--- src/rtl/sequenciador_sel_mux.sv ---
// rtl/sequenciador_sel_mux.sv - select sequencer and per-channel sampler for the 2-channel mux.
// Optional round counter output n_ciclos is enabled by defining SEL_CYCLE_COUNT_EN.
module sequenciador_sel_mux #(
   parameter int W = 8
) (
   input  logic         clk,
   input  logic         reset,
   input  logic         en,
   input  logic         hold,
   input  logic [W-1:0] dwell0,
   input  logic [W-1:0] dwell1,
   input  logic         mux_out,
`ifdef SEL_CYCLE_COUNT_EN
   output logic [7:0]   n_ciclos,
`endif
   output logic         sel,
   output logic         sel_valid,
   output logic         troca,
   output logic         amostra0,
   output logic         amostra1,
   output logic         amostra_valid
);

   typedef enum logic [1:0] {
      IDLE = 2'd0,
      CH0  = 2'd1,
      CH1  = 2'd2
   } state_t;

   state_t       state, state_n;
   logic [W-1:0] cnt, cnt_n;
   logic         troca_n, av_n, a0_n, a1_n;

   // A zero dwell still selects the channel for one cycle.
   function automatic logic [W-1:0] load_dwell(input logic [W-1:0] d);
      return (d == '0) ? W'(1) : d;
   endfunction

   always_ff @(posedge clk) begin
      if (reset) begin
         state         <= IDLE;
         cnt           <= '0;
         troca         <= 1'b0;
         amostra_valid <= 1'b0;
         amostra0      <= 1'b0;
         amostra1      <= 1'b0;
      end else begin
         state         <= state_n;
         cnt           <= cnt_n;
         troca         <= troca_n;
         amostra_valid <= av_n;
         amostra0      <= a0_n;
         amostra1      <= a1_n;
      end
   end

   always_comb begin
      state_n = state;
      cnt_n   = cnt;
      troca_n = 1'b0;
      av_n    = 1'b0;
      a0_n    = amostra0;
      a1_n    = amostra1;
      case (state)
         IDLE: begin
            cnt_n = '0;
            if (en) begin
               state_n = CH0;
               cnt_n   = load_dwell(dwell0);
            end
         end
         CH0, CH1: begin
            if (!en) begin
               state_n = IDLE;
               cnt_n   = '0;
            end else if (!hold) begin
               // Counter never goes below 1: the last dwell cycle reloads instead.
               if (cnt <= W'(1)) begin
                  troca_n = 1'b1;
                  av_n    = 1'b1;
                  if (state == CH0) begin
                     a0_n    = mux_out;
                     state_n = CH1;
                     cnt_n   = load_dwell(dwell1);
                  end else begin
                     a1_n    = mux_out;
                     state_n = CH0;
                     cnt_n   = load_dwell(dwell0);
                  end
               end else begin
                  cnt_n = cnt - W'(1);
               end
            end
         end
         default: begin
            state_n = IDLE;
            cnt_n   = '0;
         end
      endcase
   end

   // Select outputs come straight from the state register.
   assign sel       = (state == CH1);
   assign sel_valid = (state == CH0) || (state == CH1);

`ifdef SEL_CYCLE_COUNT_EN
   always_ff @(posedge clk) begin
      if (reset) begin
         n_ciclos <= 8'd0;
      end else if ((state == CH1) && (state_n == CH0) && (n_ciclos != 8'hFF)) begin
         n_ciclos <= n_ciclos + 8'd1;
      end
   end
`endif

endmodule

--- config.mk ---
export PLATFORM = sky130hd
export DESIGN_NAME = sequenciador_sel_mux
export DESIGN_NICKNAME = d
export VERILOG_FILES = /design/src/rtl/sequenciador_sel_mux.sv
export SDC_FILE = /design/constraint.sdc
export NUM_CORES = 1
export LEC_CHECK = 0
export ABC_AREA = 1
export CAP_MARGIN = 20
export CORE_MARGIN = 4
export CORE_UTILIZATION = 49
export CTS_CLUSTER_DIAMETER = 40
export DETAILED_ROUTE_END_ITERATION = 16
export GPL_ROUTABILITY_DRIVEN = 0
export PLACE_DENSITY_LB_ADDON = 0.05
export SYNTH_ARGS = -nofsm -noshare
export SYNTH_HDL_FRONTEND = slang
export SYNTH_SLANG_ARGS = --single-unit
--- constraint.sdc ---
create_clock -name clk -period 1.9 [get_ports clk]
set_input_delay 0.19 -clock clk [delete_from_list [all_inputs] [get_ports clk]]
set_output_delay 0.19 -clock clk [all_outputs]
set_load 0.02 [all_outputs]
==> impl_metrics.prom <==
# TYPE chip_impl_metric gauge
chip_impl_info{name="clock_tree_from_tritoncts",value="built"} 1
chip_impl_metric{name="wl_met1",unit="mm"} 1.25
chip_impl_metric{name="total_power",unit="mW"} 2.36
chip_impl_metric{name="clock_latency",unit="ns"} 0.28
chip_impl_metric{name="filler_cell_count",unit=""} 212
chip_impl_info{name="layout_common_cells",value="sky130_fd_sc_hd__nand2_1, sky130_fd_sc_hd__inv_1, sky130_fd_sc_hd__clkdlybuf4s50_1, sky130_fd_sc_hd__nand3_1, sky130_fd_sc_hd__nor2_1"} 1
chip_impl_metric{name="max_slew.worst_pin.slew",unit="ns"} 0.263
chip_impl_metric{name="clockBufferDepth",unit=""} 2
chip_impl_metric{name="post_synth_inst_count",unit=""} 191
chip_impl_metric{name="h-tree-depth",unit=""} 1
chip_impl_metric{name="synth_cell_type_count",unit=""} 27
chip_impl_metric{name="number_of_detailed_routing_iterations_run_before_antenna_repair",unit=""} 4
chip_impl_metric{name="design.portCount",unit=""} 27
chip_impl_metric{name="grt_pass1_wl",unit="mm"} 4.82
chip_impl_metric{name="peakVddDrop",unit="uV"} 1140
chip_impl_metric{name="avgSynthCellArea",unit="um2"} 5.85
chip_impl_metric{name="finalCoreUtilization",unit=""} 0.653
chip_impl_metric{name="drv_cap",unit=""} 0
chip_impl_metric{name="postCtsHoldBufs",unit=""} 0
chip_impl_metric{name="grt_pass1_vias",unit=""} 1175
chip_impl_metric{name="sequential_cell_area_fraction_in_the_yosys_report",unit=""} 0.233
chip_impl_metric{name="viasPerCell",unit=""} 5.06
chip_impl_metric{name="post-route-worst-setup-slack",unit="ns"} 0.187
chip_impl_metric{name="antenna_found_initial",unit=""} 0
chip_impl_metric{name="die_w",unit="um"} 55.8
chip_impl_info{name="synth_top_cells_by_area",value="sky130_fd_sc_hd__dfxtp_1, sky130_fd_sc_hd__nand2_1, sky130_fd_sc_hd__nand3_1, sky130_fd_sc_hd__inv_1, sky130_fd_sc_hd__ha_1"} 1
chip_impl_metric{name="pre_cts_ws",unit="ns"} 0.139
chip_impl_metric{name="clock-skew-final",unit="ns"} 0.00595
chip_impl_info{name="end_kind",value="flop"} 1
chip_impl_metric{name="wl_met3",unit="um"} 134
chip_impl_metric{name="crit_path_max_fanout",unit=""} 9
chip_impl_metric{name="finalSetupTns",unit="ns"} 0
chip_impl_metric{name="post_cts_buffers",unit=""} 0
chip_impl_metric{name="overflow",unit=""} 0
chip_impl_metric{name="finalCriticalPeriod",unit="ns"} 1.71
chip_impl_metric{name="finish.net_count",unit=""} 247
chip_impl_metric{name="netlist_area",unit="mm2"} 0.00112
chip_impl_metric{name="routed_wire_length_per_instance",unit="um"} 11.4
chip_impl_metric{name="drc",unit=""} 0
chip_impl_info{name="mostFrequentLayoutCell",value="sky130_fd_sc_hd__nand2_1"} 1
chip_impl_metric{name="overall_die_height",unit="um"} 55.8
chip_impl_metric{name="dp_hpwl",unit="mm"} 2.32
chip_impl_metric{name="clock_sink_count",unit=""} 13
chip_impl_metric{name="critical_path_arrival",unit="ns"} 1.94
chip_impl_metric{name="final_hold_violations",unit=""} 0
chip_impl_metric{name="area.growth.synth_to_final",unit="%"} 28.0
chip_impl_metric{name="fmaxAchievable",unit="MHz"} 584
chip_impl_info{name="timing.critical_path.from_type",value="flop"} 1
chip_impl_metric{name="cp.required",unit="ns"} 2.13
chip_impl_info{name="clock_tree.root_cell",value="sky130_fd_sc_hd__clkbuf_4"} 1
chip_impl_metric{name="synthesis.yosys.warnings",unit=""} 0
chip_impl_metric{name="dieArea",unit="mm2"} 0.00311
chip_impl_metric{name="path_clk_slew",unit="ns"} 0.09
chip_impl_metric{name="layout-drive-gt1-share",unit=""} 0.0822
chip_impl_metric{name="grt_use_total",unit=""} 0.189
chip_impl_metric{name="setup_viol_count_final",unit=""} 0
chip_impl_info{name="synth.largest_area_cell",value="sky130_fd_sc_hd__dfxtp_1"} 1
chip_impl_metric{name="floorplan.initialDensity",unit=""} 0.510
chip_impl_info{name="hold_path.class",value="flop to flop"} 1
chip_impl_info{name="criticalPathCategory",value="flop to flop"} 1
chip_impl_info{name="outcome",value="completed"} 1
chip_impl_metric{name="power.static_leakage",unit="nW"} 0.682
chip_impl_metric{name="antenna_cells_inserted",unit=""} 0
chip_impl_metric{name="maxSlewHeadroom",unit=""} 0.823
chip_impl_metric{name="core_region_area",unit="mm2"} 0.00219
chip_impl_metric{name="ctsResizeCount",unit=""} 1
chip_impl_metric{name="count_of_standard_cell_rows",unit=""} 17
chip_impl_metric{name="hold_ws",unit="ns"} 0.469
chip_impl_metric{name="cts_made_buffers",unit=""} 3
chip_impl_info{name="top_layer",value="met4"} 1
chip_impl_metric{name="synth_top_area_share",unit=""} 0.233
chip_impl_metric{name="final_min_period_over_clock_period",unit=""} 0.902
chip_impl_info{name="grt_setup_unrepaired",value="no"} 1
chip_impl_metric{name="powerDensity",unit="mW/mm2"} 1650
chip_impl_metric{name="worst_r2r_path_depth",unit=""} 9
chip_impl_metric{name="synthesis.nets",unit=""} 218
chip_impl_metric{name="io_buffers",unit=""} 26
chip_impl_metric{name="pin_count_of_the_biggest_net_entering_global_routing",unit=""} 13
chip_impl_metric{name="detailroute.via_count",unit=""} 1251
chip_impl_metric{name="initialDrtViolationCount",unit=""} 40
chip_impl_metric{name="antenna_violating_nets_post_route",unit=""} 0
chip_impl_metric{name="final-max-slew-violation-count",unit=""} 0
chip_impl_metric{name="wl_met2",unit="mm"} 1.36
chip_impl_metric{name="synth_seq_cells",unit=""} 13
chip_impl_metric{name="timing.hold.worst_path_depth",unit=""} 2
chip_impl_metric{name="total_wire_length",unit="mm"} 2.81
==> per-layer routing <==
metal  vias up  GRT usage
li1        661          -
met4         0     0.0868
met5         -          0
met2        36      0.329
met3         9     0.0232
met1       545      0.230
==> power breakdown <==
part	total (mW)	internal, mW	leakage, nW	switching, mW
clock network	0.181	0.0815	0.0150	0.0998
registers	0.476	0.379	0.106	0.0972
logic	1.70	0.617	0.560	1.09
==> stage by stage <==
stage | area [um2] | cells
after global placement | 1400 | 243
after global routing | 1430 | 247
after floorplan | 1120 | 191
final | 1430 | 247
after detailed placement | 1400 | 243
after CTS | 1430 | 247
==> flip-flops by register name, summed over array words and instances, names as in the netlist <==
| signal | cells |
|---|---|
| cnt | 8 |
| state | 2 |
| amostra0 | 1 |
| amostra1 | 1 |
| amostra_valid | 1 |
==> kinds of logic after synthesis <==
logic type,after synthesis,synth area share
AND/OR/NAND/NOR,111,0.432
buffers and inverters,34,0.127
AO/OA/AOI/OAI,27,0.141
flip-flops,13,0.233
adder cells (fa/ha/maj),6,0.0672
==> area by class of cell <==
class                           count  area, um2  share of cell area
Inverter                           30        114              0.0796
Tap cell                           28       35.0              0.0245
Multi-Input combinational cell    144        721               0.504
Clock buffer                        4       26.3              0.0184
Timing Repair Buffer               28        274               0.192
Sequential cell                    13        260               0.182
==> cells in the mapped netlist <==
master and number:
sky130_fd_sc_hd__nor2_4 1, sky130_fd_sc_hd__nand3_1 22, sky130_fd_sc_hd__nand4_1 1, sky130_fd_sc_hd__or2_0 1, sky130_fd_sc_hd__inv_2 3, sky130_fd_sc_hd__inv_1 26, sky130_fd_sc_hd__a21oi_1 9, sky130_fd_sc_hd__nand2_2 2
sky130_fd_sc_hd__o21bai_1 1, sky130_fd_sc_hd__buf_2 1, sky130_fd_sc_hd__nor2_1 17, sky130_fd_sc_hd__o211ai_1 1, sky130_fd_sc_hd__buf_6 1, sky130_fd_sc_hd__o21ai_0 10, sky130_fd_sc_hd__or2_2 2, sky130_fd_sc_hd__dfxtp_1 13
sky130_fd_sc_hd__a211oi_1 4, sky130_fd_sc_hd__a21oi_2 2, sky130_fd_sc_hd__buf_4 1, sky130_fd_sc_hd__nor2_2 1, sky130_fd_sc_hd__clkbuf_1 1, sky130_fd_sc_hd__nand2_4 1, sky130_fd_sc_hd__nand2_1 61, sky130_fd_sc_hd__nand3b_1 1
sky130_fd_sc_hd__nor4_1 1, sky130_fd_sc_hd__clkinv_2 1, sky130_fd_sc_hd__ha_1 6
==> critical path, stage by stage, from the launching register on <==
cell                      delay [ns]
sky130_fd_sc_hd__dfxtp_1        0.38
sky130_fd_sc_hd__inv_1          0.09
sky130_fd_sc_hd__ha_1           0.35
sky130_fd_sc_hd__nand2_4        0.09
sky130_fd_sc_hd__inv_2          0.15
sky130_fd_sc_hd__nand2_1        0.14
sky130_fd_sc_hd__or2_0          0.22
sky130_fd_sc_hd__nand3_1        0.06
sky130_fd_sc_hd__nand2_1        0.06
sky130_fd_sc_hd__a21oi_2        0.11
==> path summary, 6_finish.rpt <==
path | start | endpoint | slack (ns)
worst max register to register | state[0] | cnt[1] | 0.19
worst min-delay path | amostra1 | amostra1 | 0.47
worst max-delay path | state[0] | cnt[1] | 0.19
worst min register to register | amostra1 | amostra1 | 0.47
Power figures use the tool's default switching activity.
==> RTL change: new RTL, same flow settings <==
The option `SEL_CYCLE_COUNT_EN` is turned on by a define.
--- a/src/rtl/sequenciador_sel_mux.sv
+++ b/src/rtl/sequenciador_sel_mux.sv
@@ -1,5 +1,7 @@
 // rtl/sequenciador_sel_mux.sv - select sequencer and per-channel sampler for the 2-channel mux.
 // Optional round counter output n_ciclos is enabled by defining SEL_CYCLE_COUNT_EN.
+`define SEL_CYCLE_COUNT_EN
+
 module sequenciador_sel_mux #(
    parameter int W = 8
 ) (
Function (old outputs only; new: n_ciclos): kept (equiv_simple and equiv_induct, registers matched by name and starting in step).
==> RTL change against the original RTL <==
  * Setup slack got worse by 0.0086 ns
  * Die area increased by 30%
  * Count of clock-buffer cells in the layout unchanged
  * Sequential cell count increased by 8
  * Area after synthesis increased by 36%
  * Maximum frequency decreased by 0.50%
  * Clock skew decreased by 0.0035 ns
  * Non-clock buffer count increased by 13
  * Via count increased by 28%
  * Final cell count increased by 24%
  * Wire length increased by 31%
  * Power decreased by 51%
  * Cell area increased by 37%
==> RTL change: results (changes against the original RTL) <==
metric	value	unit	change
outcome	completed		
hp-class	register to register		
ys_types	27		unchanged
fillCellCount	260		+23%
grt_pass1_vias	1390		+18%
firstDrtPassIters	4		unchanged
clk_latency	0.30	ns	+0.02 ns
cp.arrival	1.96	ns	+0.02 ns
max-vdd-ir-drop	0.501	mV	-56%
r2r_setup_slack	0.18	ns	
clockBufferDepth	2		unchanged
hold_ws	0.453	ns	-0.0156 ns
n_antenna_cell	0		unchanged
drive_gt1_share	11.3	%	+3.1 points
io_buffers	34		+31%
clk_pin_slew_worst_paths	0.12	ns	+0.03 ns
grt_max_degree	12		-1
async_flop_share	0	%	unchanged
drt-total-wl	3690	um	+31%
critPathSlowestCell	dfxtp_2		
placed_cell_area	1920	um^2	+37%
reg2reg_from	state[1]		
synth_ff_type	dfxtp_1		
relSlewSlack	72.3	%	-10 points
clockRootBuffer	clkbuf_4		
leakagePower	0.865	nW	+27%
hold_end	amostra1		
r2r-end	n_ciclos[5]		
dp_hpwl	2960	um	+27%
slowest_delay	0.35	ns	-0.03 ns
critical_path_peak_fanout	9		unchanged
synthTopCellsByCount	nand2_1 (58), inv_1 (28), nand3_1 (22)		
vias_per_cell	5.25		+3.6%
grt_pass1_wl	6320	um	+31%
nets	304		+23%
track_usage	19.0	%	+0.046 points
first_iter_violations	177		+340%
syn_nets	263		+21%
yosys-top-cells-area	dfxtp_1 (28%), nand2_1 (14%), nand3_1 (7.3%), inv_1 (6.9%), o21ai_0 (6.9%)		
htreeDepth	1		unchanged
worst_r2r_path_depth	10		+1
seq_area_frac_synth	27.7	%	+4.4 points
reg_top3	cnt x8, n_ciclos x8, state x2		
clock_skew	0.00249	ns	-0.00346 ns
==> RTL change: cell count changes after synthesis, moves of 2 or more <==
| cell | delta |
|---|---|
| xor2_1 | +4 |
| or2_2 | -2 |
| nand3_2 | +2 |
| a211oi_1 | -4 |
| o21ai_0 | +11 |
| dfxtp_1 | +8 |
| o211ai_1 | +7 |
| nor3_1 | +3 |
| nand2_1 | -3 |
| xnor2_1 | +2 |
| a21oi_1 | +9 |
| a21oi_2 | -2 |
| inv_1 | +2 |
| nor2_1 | +4 |
==> RTL change: worst max-delay path by stage <==
stage	start	to	slack, ns	depth (start not counted)
after detailed placement	cnt[0]	n_ciclos[5]	0.09	12
after global placement	cnt[0]	n_ciclos[0]	0.14	13
after floorplan	state[0]	n_ciclos[0]	0.05	10
after global routing	state[1]	n_ciclos[3]	-0.007	10
final	state[1]	n_ciclos[5]	0.18	10
after CTS	cnt[0]	n_ciclos[5]	0.05	12
==> RTL change: area by class of cell <==
type | instances | area share [%]
flip-flops and latches | 21 | 21.7
multi-input cells | 178 | 49.0
well taps | 31 | 1.97
inverters | 31 | 5.99
clock buffers | 4 | 1.34
repair buffers | 41 | 19.9
==> RTL change: repair_timing <==
item | in CTS | in global routing
resized for setup | 1 | 9
endpoints found under the setup margin | 1 | 17
setup buffers | 0 | 0
==> RTL change: cells by family (layout without fill, tap and decap cells) <==
logic type,after synthesis,after routing,synth area share [%]
fa+ha+maj,7,7,5.77
compound gates,48,48,17.1
buf+inv,36,76,9.65
xor+xnor,6,6,3.46
simple gates,117,117,36.3
flops,21,21,27.7
==> RTL change: report_power, final <==
part / internal, W / leakage [nW] / switching (W)
Clock: 0.0000820 / 0.0150 / 0.000136
Sequential: 0.000463 / 0.172 / 0.0000265
Combinational: 0.000186 / 0.677 / 0.000260
==> RTL change: per-stage QoR <==
step           total power (W)  cells  setup WS [ns]  utilization, %  setup TNS, ns
6_report               0.00115    306          0.178            68.9              0
5_1_grt                0.00124    306       -0.00744            68.9       -0.00744
4_1_cts                0.00115    306         0.0548            68.2              0
3_5_place_dp          0.000932    302         0.0949            67.3              0
3_3_place_gp          0.000933    302          0.142            67.3              0
2_1_floorplan         0.000794    235         0.0485               -              0
==> RTL change: worst min-delay path: stages (launching register included) <==
cell     delay (ns)
dfxtp_1        0.33
inv_1          0.04
a21oi_1        0.05
==> RTL change: layer usage <==
layer / global-route usage [%] / up-vias / share of wire (%)
met5: 0 / - / 0
met3: 5.68 / 6 / 6.8
met4: 5.39 / 0 / 0.92
li1: - / 849 / -
met2: 27.9 / 56 / 44
met1: 26.6 / 694 / 49
